### config.mk
export PLATFORM = sky130hd
export DESIGN_NAME = cc_bus_io_decode
export DESIGN_NICKNAME = d
export VERILOG_FILES = /design/src/rtl/cc_bus_pkg.sv /design/src/rtl/cc_addr_latch8.sv /design/src/rtl/cc_bus_io_decode.sv
export SDC_FILE = /design/constraint.sdc
export NUM_CORES = 1
export LEC_CHECK = 0
export BUFFER_PORTS_ARGS = -buffer_cell sky130_fd_sc_hd__buf_2
export CORE_ASPECT_RATIO = 1.25
export CORE_UTILIZATION = 41
export DETAILED_ROUTE_END_ITERATION = 16
export MAX_ROUTING_LAYER = met4
export PLACE_DENSITY = 0.79
export SLEW_MARGIN = 20
export SYNTH_ARGS = -nofsm -noshare
export SYNTH_HDL_FRONTEND = slang
export SYNTH_SLANG_ARGS = --single-unit
export TNS_END_PERCENT = 1
### constraint.sdc
create_clock -name clk -period 1.7 [get_ports clk]
set_clock_uncertainty 0.1 [all_clocks]
set_input_delay 0.255 -clock clk [delete_from_list [all_inputs] [get_ports clk]]
set_output_delay 0.255 -clock clk [all_outputs]
set_load 0.02 [all_outputs]
### src/rtl/cc_bus_pkg.sv
// Crystal Castles CPU bus address map: region limits, I/O slot indices and OUT1 latch bit positions.
package cc_bus_pkg;

  localparam int unsigned ADDR_W     = 16;
  localparam int unsigned SLOT_W     = 3;
  localparam int unsigned OUT1_W     = 8;
  localparam int unsigned OUT1_SEL_W = 3;

  localparam logic [ADDR_W-1:0] SBUS_BASE   = 16'h8000;
  localparam logic [ADDR_W-1:0] SBUS_LIMIT  = 16'h9FFF;
  localparam logic [ADDR_W-1:0] SRAM_BASE   = 16'h8000;
  localparam logic [ADDR_W-1:0] SRAM_LIMIT  = 16'h8FFF;
  localparam logic [ADDR_W-1:0] NVRAM_BASE  = 16'h9000;
  localparam logic [ADDR_W-1:0] NVRAM_LIMIT = 16'h93FF;
  localparam logic [ADDR_W-1:0] IN0_BASE    = 16'h9400;
  localparam logic [ADDR_W-1:0] IN0_LIMIT   = 16'h97FF;
  localparam logic [ADDR_W-1:0] CIO_BASE    = 16'h9800;
  localparam logic [ADDR_W-1:0] CIO_LIMIT   = 16'h9BFF;
  localparam logic [ADDR_W-1:0] IO_BASE     = 16'h9C00;
  localparam logic [ADDR_W-1:0] IO_LIMIT    = 16'h9FFF;
  localparam logic [ADDR_W-1:0] UART_BASE   = 16'h9C00;
  localparam logic [ADDR_W-1:0] UART_LIMIT  = 16'h9C01;
  localparam logic [ADDR_W-1:0] ROM0_BASE   = 16'hA000;
  localparam logic [ADDR_W-1:0] ROM0_LIMIT  = 16'hBFFF;
  localparam logic [ADDR_W-1:0] ROM1_BASE   = 16'hC000;
  localparam logic [ADDR_W-1:0] ROM1_LIMIT  = 16'hDFFF;
  localparam logic [ADDR_W-1:0] ROM2_BASE   = 16'hE000;
  localparam logic [ADDR_W-1:0] ROM2_LIMIT  = 16'hFFFF;

  localparam logic [ADDR_W-1:0] XCOORD_ADDR = 16'h0000;
  localparam logic [ADDR_W-1:0] YCOORD_ADDR = 16'h0001;
  localparam logic [ADDR_W-1:0] BITMD_ADDR  = 16'h0002;

  // 128-byte slots inside 9C00-9FFF, selected by BA[9:7]
  typedef enum logic [SLOT_W-1:0] {
    SLOT_UART   = 3'd0,
    SLOT_HSLD   = 3'd1,
    SLOT_VSLD   = 3'd2,
    SLOT_INTACK = 3'd3,
    SLOT_WDOG   = 3'd4,
    SLOT_OUT0   = 3'd5,
    SLOT_OUT1   = 3'd6,
    SLOT_CRAM   = 3'd7
  } io_slot_e;

  localparam int unsigned OUT1_AX     = 0;
  localparam int unsigned OUT1_AY     = 1;
  localparam int unsigned OUT1_XINC   = 2;
  localparam int unsigned OUT1_YINC   = 3;
  localparam int unsigned OUT1_PLAYER = 4;
  localparam int unsigned OUT1_SIRE   = 5;
  localparam int unsigned OUT1_START  = 6;
  localparam int unsigned OUT1_BUF    = 7;

  function automatic logic in_range(input logic [ADDR_W-1:0] a,
                                    input logic [ADDR_W-1:0] base,
                                    input logic [ADDR_W-1:0] limit);
    return (a >= base) && (a <= limit);
  endfunction

endpackage

### src/rtl/cc_addr_latch8.sv
// Generic 8-bit addressable latch (74LS259 style): one bit written per enabled clock, async clear.
module cc_addr_latch8
  import cc_bus_pkg::*;
(
  input  logic                  clk,
  input  logic                  reset_n,
  input  logic                  we,
  input  logic [OUT1_SEL_W-1:0] addr,
  input  logic                  d,
  output logic [OUT1_W-1:0]     q
);

  logic [OUT1_W-1:0] q_q;
  logic [OUT1_W-1:0] q_d;

  always_comb begin
    q_d = q_q;
    if (we) begin
      q_d[addr] = d;
    end
  end

  always_ff @(posedge clk or negedge reset_n) begin
    if (!reset_n) begin
      q_q <= '0;
    end else begin
      q_q <= q_d;
    end
  end

  assign q = q_q;

endmodule

### src/rtl/cc_bus_io_decode.sv
// Crystal Castles bus decoder and OUT1 control latch. Define CC_UART_EN to decode the UART at 9C00-9C01.
module cc_bus_io_decode
  import cc_bus_pkg::*;
(
  input  logic              clk,
  input  logic              reset_n,
  input  logic              ce2Hd,
  input  logic [ADDR_W-1:0] BA,
  input  logic              BRWn,
  input  logic              BD3,
  output logic              NRn,
  output logic              ROM0n,
  output logic              ROM1n,
  output logic              ROM2n,
  output logic              SBUSn,
  output logic              SRAMn,
  output logic              NVRAMn,
  output logic              IN0n,
  output logic              CIOn,
  output logic              UARTn,
  output logic              HSLDn,
  output logic              VSLDn,
  output logic              INTACKn,
  output logic              WDOGn,
  output logic              OUT0n,
  output logic              OUT1n,
  output logic              CRAMn,
  output logic              XCOORDn,
  output logic              YCOORDn,
  output logic              BITMDn,
  output logic              AXn,
  output logic              AYn,
  output logic              XINCn,
  output logic              YINCn,
  output logic              PLAYER2,
  output logic              SIREn,
  output logic              STARTLED1,
  output logic              BUF1BUF2n
);

  logic              io_hit_c;
  logic              wr_c;
  logic              acc_c;
  io_slot_e          slot_c;
  logic [OUT1_W-1:0] out1_q;

  assign io_hit_c = in_range(BA, IO_BASE, IO_LIMIT);
  assign wr_c     = ~BRWn & ce2Hd;
  assign acc_c    = ce2Hd;
  assign slot_c   = io_slot_e'(BA[9:7]);

  // Memory region selects; NRn is the (active-high) ROM-space flag
  always_comb begin
    NRn    = in_range(BA, ROM0_BASE, ROM2_LIMIT);
    ROM0n  = ~in_range(BA, ROM0_BASE, ROM0_LIMIT);
    ROM1n  = ~in_range(BA, ROM1_BASE, ROM1_LIMIT);
    ROM2n  = ~in_range(BA, ROM2_BASE, ROM2_LIMIT);
    SBUSn  = ~in_range(BA, SBUS_BASE, SBUS_LIMIT);
    SRAMn  = ~in_range(BA, SRAM_BASE, SRAM_LIMIT);
    NVRAMn = ~in_range(BA, NVRAM_BASE, NVRAM_LIMIT);
    IN0n   = ~in_range(BA, IN0_BASE, IN0_LIMIT);
    CIOn   = ~in_range(BA, CIO_BASE, CIO_LIMIT);
  end

  // I/O slot strobes: writes gated by ce2Hd, INTACK/WDOG fire on any qualified access
  always_comb begin
    HSLDn   = 1'b1;
    VSLDn   = 1'b1;
    INTACKn = 1'b1;
    WDOGn   = 1'b1;
    OUT0n   = 1'b1;
    OUT1n   = 1'b1;
    CRAMn   = 1'b1;
    if (io_hit_c) begin
      case (slot_c)
        SLOT_UART:   ;
        SLOT_HSLD:   HSLDn   = ~wr_c;
        SLOT_VSLD:   VSLDn   = ~wr_c;
        SLOT_INTACK: INTACKn = ~acc_c;
        SLOT_WDOG:   WDOGn   = ~acc_c;
        SLOT_OUT0:   OUT0n   = ~wr_c;
        SLOT_OUT1:   OUT1n   = ~wr_c;
        SLOT_CRAM:   CRAMn   = 1'b0;
        default:     ;
      endcase
    end
  end

`ifdef CC_UART_EN
  assign UARTn = ~in_range(BA, UART_BASE, UART_LIMIT);
`else
  assign UARTn = 1'b1;
`endif

  // Bitmode registers live at the bottom of the zero page
  always_comb begin
    XCOORDn = ~((BA == XCOORD_ADDR) & wr_c);
    YCOORDn = ~((BA == YCOORD_ADDR) & wr_c);
    BITMDn  = ~(BA == BITMD_ADDR);
  end

  cc_addr_latch8 u_out1 (
    .clk     (clk),
    .reset_n (reset_n),
    .we      (~OUT1n),
    .addr    (BA[OUT1_SEL_W-1:0]),
    .d       (BD3),
    .q       (out1_q)
  );

  assign AXn       = out1_q[OUT1_AX];
  assign AYn       = out1_q[OUT1_AY];
  assign XINCn     = out1_q[OUT1_XINC];
  assign YINCn     = out1_q[OUT1_YINC];
  assign PLAYER2   = out1_q[OUT1_PLAYER];
  assign SIREn     = out1_q[OUT1_SIRE];
  assign STARTLED1 = out1_q[OUT1_START];
  assign BUF1BUF2n = out1_q[OUT1_BUF];

endmodule

==> metrics.yaml, run 1 <==
synth_simple_gate_area_share_pct: 55.9
ys_types: 29
r2r-end: "u_out1.q[2]"
drc: 0
power.density_nw_per_um2: 428
synth-adder-area-share_pct: 0
drtIter0Drc: 21
drive_gt1_share_pct: 47.3
grt_max_degree: 10
cap_violations: 0
cts_tree: "built"
crit_type: "in -> out"
fp-row-count: 16
fillerInstances: 135
netlist_area_sq_um: 734
r2r_cells: 1
end_kind: "output port"
vdd_drop_max_mv: 0.427
wire_per_inst_microns: 14.2
die_h_microns: 49.3
cp-startpoint: "BA[13]"
grt_pass1_vias: 769
ys_ff_latch: 8
dieArea_sq_um: 1970
grt_pass1_wl_microns: 3110
die_x_microns: 39.9
fmax_ghz: 0.550
gp_congestion: 0.745
layout_min_cycle_time_ps: 1820
largest_reg_flops: 8
setup_violations: 3
synth_nets: 95
r2r_slack_ps: 820
async_flop_share_pct: 100
track_usage_pct: 22.9
worst_skew_pair.late_latency_ps: 250
synthCells: 74
cts_setup_buffers: 0
hold_viol: 0
wl_microns: 2080
syn_area_per_cell_sq_um: 9.93
cp-endpoint: "YCOORDn"
final_common_cell: "buf_2"
core_sq_um: 1620
cp-start-kind: "primary input"
finalCritPeriodShare_pct: 107
rr_startpoint: "u_out1.q[2]"
dr.pass1.iters: 4
synth_edf_count: 0
outcome: "finished, violations left"
clk_path_buf_depth: 2
violations: "negative setup slack"
dp_slack_ps: -187
synth.area.mux_share_pct: 12.3
post-dp-hpwl_microns: 1680
seq_area_frac_synth_pct: 27.3
setup_slack_ps: -119
cp_max_fo: 3
antenna_found_initial: 0
grt-ovfl-total: 0
synth-main-ff-cell: "dfrtp_1"
path_clk_slew_ps: 50
ant_nets: 0
diodes: 0
cts_root_buf: "clkbuf_4"
slew_violations: 0
cts_made_buffers: 3
synthToLayoutAreaGrowth_pct: 45.8
final_cell_mix: "buf_2 (44), nand4_1 (9), mux2_1 (8), dfrtp_1 (8), buf_4 (7)"
synth_compound_area_share_pct: 1.02
io_buffers: 47
hold_class: "in -> reg"
initial_core_util_pct: 45.3
p_leak_nw: 0.498
viasPerCell: 5.87
synth-xor-area-share_pct: 0
final_net_count: 152
clock-sinks: 8
via_count: 863
yosysWarnings: 0
rsz0062_at_grt: "true"
ios: 49
cp.required_ps: 1340
power_mw: 0.459
synth_top_family_by_area: "simple AND/OR/NAND/NOR gates"
cp_data_arrival_time_ps: 1460
htreeDepth: 1
[per-layer routing]
layer	global-route usage [%]	up-vias	share of wire [%]
li1	-	413	-
met1	25.4	397	40
met2	39.6	48	50
met3	0.913	5	7.0
met4	10.3	0	2.5
met5	-	-	0
[area by class of cell]
| cell class | instances | area, sq um | area share (%) |
|---|---|---|---|
| Timing Repair Buffer | 54 | 305 | 28.5 |
| Inverter | 1 | 3.75 | 0.350 |
| Sequential cell | 8 | 200 | 18.7 |
| Tap cell | 18 | 22.5 | 2.10 |
| Clock buffer | 3 | 22.5 | 2.10 |
| Multi-Input combinational cell | 63 | 517 | 48.2 |
[synthesized netlist by cell type, drive strengths merged, types with 2 or more instances]
master  n  share of area (%)
nand2b  3                2.6
buf     2                2.6
mux2    8                 12
and2    3                2.6
and4b   5                6.8
nor4b   2                2.4
nand3   5                3.4
nor4    3                4.6
nand2   2                1.0
nor2    3                1.5
nand3b  2                2.0
nand4b  3                3.6
nor3b   3                4.6
nand4   9                7.7
or3     2                1.7
nor2b   2                1.7
dfrtp   8                 27
[worst max-delay path: stages]
cell and delay, ps:
buf_6 90, or4_4 540, nor4_4 280, nand4b_1 130
buf_4 170
[logic make-up after synthesis]
family          Yosys count
mux                       8
compound gates            1
other cells               1
flops                     8
simple gates             53
buf+inv                   3
[power breakdown]
group / internal (mW) / switching (mW)
registers: 0.191 / 0.000205
logic: 0.0570 / 0.0744
clock network: 0.0801 / 0.0556
total: 0.329 / 0.130
[through the flow]
step | area (sq um) | utilization [%] | std cells | hold slack [ps] | setup TNS, ps
2_1_floorplan | 738 | - | 74 | -141 | -17.5
5_1_grt | 1070 | 66.0 | 147 | 238 | -416
6_report | 1070 | 66.0 | 147 | 214 | -295
3_3_place_gp | 1020 | 62.8 | 143 | -4.24 | -427
4_1_cts | 1060 | 65.4 | 147 | 216 | -311
3_5_place_dp | 1020 | 62.8 | 143 | 0.135 | -536
[how the worst min path moves through the flow]
| stage | from | end | slack, ps | cells after the start |
|---|---|---|---|---|
| after floorplan | reset_n | u_out1.q[0] | -140 | 0 |
| after global placement | reset_n | u_out1.q[5] | -4 | 1 |
| after detailed placement | reset_n | u_out1.q[4] | 0.1 | 1 |
| after CTS | BD3 | u_out1.q[3] | 220 | 2 |
| after global routing | BD3 | u_out1.q[2] | 240 | 2 |
| final | BD3 | u_out1.q[4] | 210 | 2 |
[timing repair]
action | in CTS | in global routing
hold buffers | 1 | 0
resized for setup | 2 | 2
setup endpoints to repair | 3 | 4
pin swaps | 3 | 0
hold endpoints to repair | 8 | 0
cloned | 0 | 0
Power figures use the tool's default switching activity.
==> inputs of run 2 (changes only) <==
==> constraint.sdc (replaced) <==
create_clock -name clk -period 1.7 [get_ports clk]
set_clock_uncertainty 0.1 [all_clocks]
set_input_delay 0.425 -clock clk [delete_from_list [all_inputs] [get_ports clk]]
set_output_delay 0.425 -clock clk [all_outputs]
set_load 0.02 [all_outputs]
==> metrics.yaml, run 2 (synthesis gave the netlist of run 1 again) <==
outcome: "finished, violations left"
violations: "negative setup slack"
cp.required_ps: 1170
cp_cell_sequence: "buf_6 > or4_4 > nor4_4 > nand4b_1 > buf_4"
grt-ovfl-total: 0
cp_max_fo: 3
tns_ps: -3740
path_clk_slew_ps: 50
drtIter0Drc: 8
crit_type: "in -> out"
grt_pass1_vias: 827
wire_per_inst_microns: 13.9
cp-start-kind: "primary input"
post-dp-hpwl_microns: 1790
final_common_cell: "buf_2"
layout_min_cycle_time_ps: 2160
hold_viol: 0
cp_data_arrival_time_ps: 1630
setup_slack_ps: -460
synthToLayoutAreaGrowth_pct: 61.2
finalCritPeriodShare_pct: 127
cts_made_buffers: 3
dr.pass1.iters: 4
cp_slowest_cell: "or4_4"
largest_reg_flops: 8
antenna_found_initial: 0
cpPeakStageDelay_ps: 530
initial_core_util_pct: 45.3
wl_microns: 2230
fmax_ghz: 0.463
power.density_nw_per_um2: 408
htreeDepth: 1
setup_violations: 15
final_net_count: 165
drc: 0
fin_hold_ws_ps: 385
via_count: 890
cap_violations: 0
viasPerCell: 5.56
clock-sinks: 8
cts_root_buf: "clkbuf_4"
io_buffers: 47
grt_pass1_wl_microns: 3560
diodes: 0
fp-row-count: 16
slew_violations: 0
track_usage_pct: 25.5
hold_class: "reg -> reg"
grt_max_degree: 11
end_kind: "output port"
die_h_microns: 49.3
rsz0062_at_grt: "true"
final_cell_mix: "buf_2 (42), buf_4 (20), nand4_1 (9)"
vdd_drop_max_mv: 0.453
ios: 49
core_sq_um: 1620
gp_congestion: 0.740
clk_path_buf_depth: 2
drive_gt1_share_pct: 52.8
worst_skew_pair.late_latency_ps: 240
ant_nets: 0
cts_tree: "built"
p_leak_nw: 0.571
die_x_microns: 39.9
dieArea_sq_um: 1970
-- run 2: cell types whose count changed in the layout (fill, tap and decap cells not counted) --
cell	delta
buf_4	+13
buf_2	-2
buf_6	+2
and2_1	-1
and2_4	+1
-- run 2: worst paths after layout --
check | from | end | slack [ps] | cells past startpoint
max | BA[14] | YCOORDn | -460 | 5
min | u_out1.q[6] | u_out1.q[6] | 390 | 1
max reg2reg | u_out1.q[7] | u_out1.q[7] | 820 | 1
min reg2reg | u_out1.q[6] | u_out1.q[6] | 390 | 1
max in group asynchronous | reset_n | u_out1.q[3] | 890 | 2
min in group asynchronous | reset_n | u_out1.q[0] | 450 | 2
-- run 2: final cells by class --
cell class                      instances  area (sq um)
Multi-Input combinational cell         63           519
Tap cell                               18          22.5
Timing Repair Buffer                   67           415
Clock buffer                            3          22.5
Fill cell                             136           438
Inverter                                1          3.75
Sequential cell                         8           200
-- run 2: timing repair --
| item | 4_1_cts | 5_1_grt |
|---|---|---|
| endpoints found under the hold margin | 8 | 0 |
| gates cloned | 0 | 0 |
| pin swaps | 5 | 1 |
| gates resized for setup | 5 | 4 |
| buffers inserted | 0 | 0 |
| hold buffers | 1 | 0 |
| setup endpoints to repair | 15 | 15 |
-- run 2: through the flow --
stage,utilization (%),instances,power (mW),cell area [sq um],worst slack [ps]
final,73.0,160,0.483,1180,-460
after CTS,72.2,160,0.487,1170,-463
after detailed placement,68.8,156,0.338,1120,-536
after global routing,73.0,160,0.508,1180,-503
after global placement,68.8,156,0.334,1120,-490
after floorplan,-,74,0.248,738,-358
-- run 2: layer usage --
metal | vias up | track usage, % | wire [microns]
met5 | - | - | 0
met4 | 0 | 8.05 | 31
met3 | 2 | 1.83 | 143
met2 | 41 | 42.6 | 1110
met1 | 411 | 31.3 | 947
li1 | 436 | - | -
-- run 2: power breakdown --
part / switching, mW / internal, mW
sequential: 0.000196 / 0.191
clock: 0.0583 / 0.0804
combinational: 0.0794 / 0.0738
total: 0.138 / 0.345
-- run 2: worst max-delay path: cells and delay by family --
family / cells / cell delay (ps)
buf+inv: 2 / 270
simple gates: 3 / 930
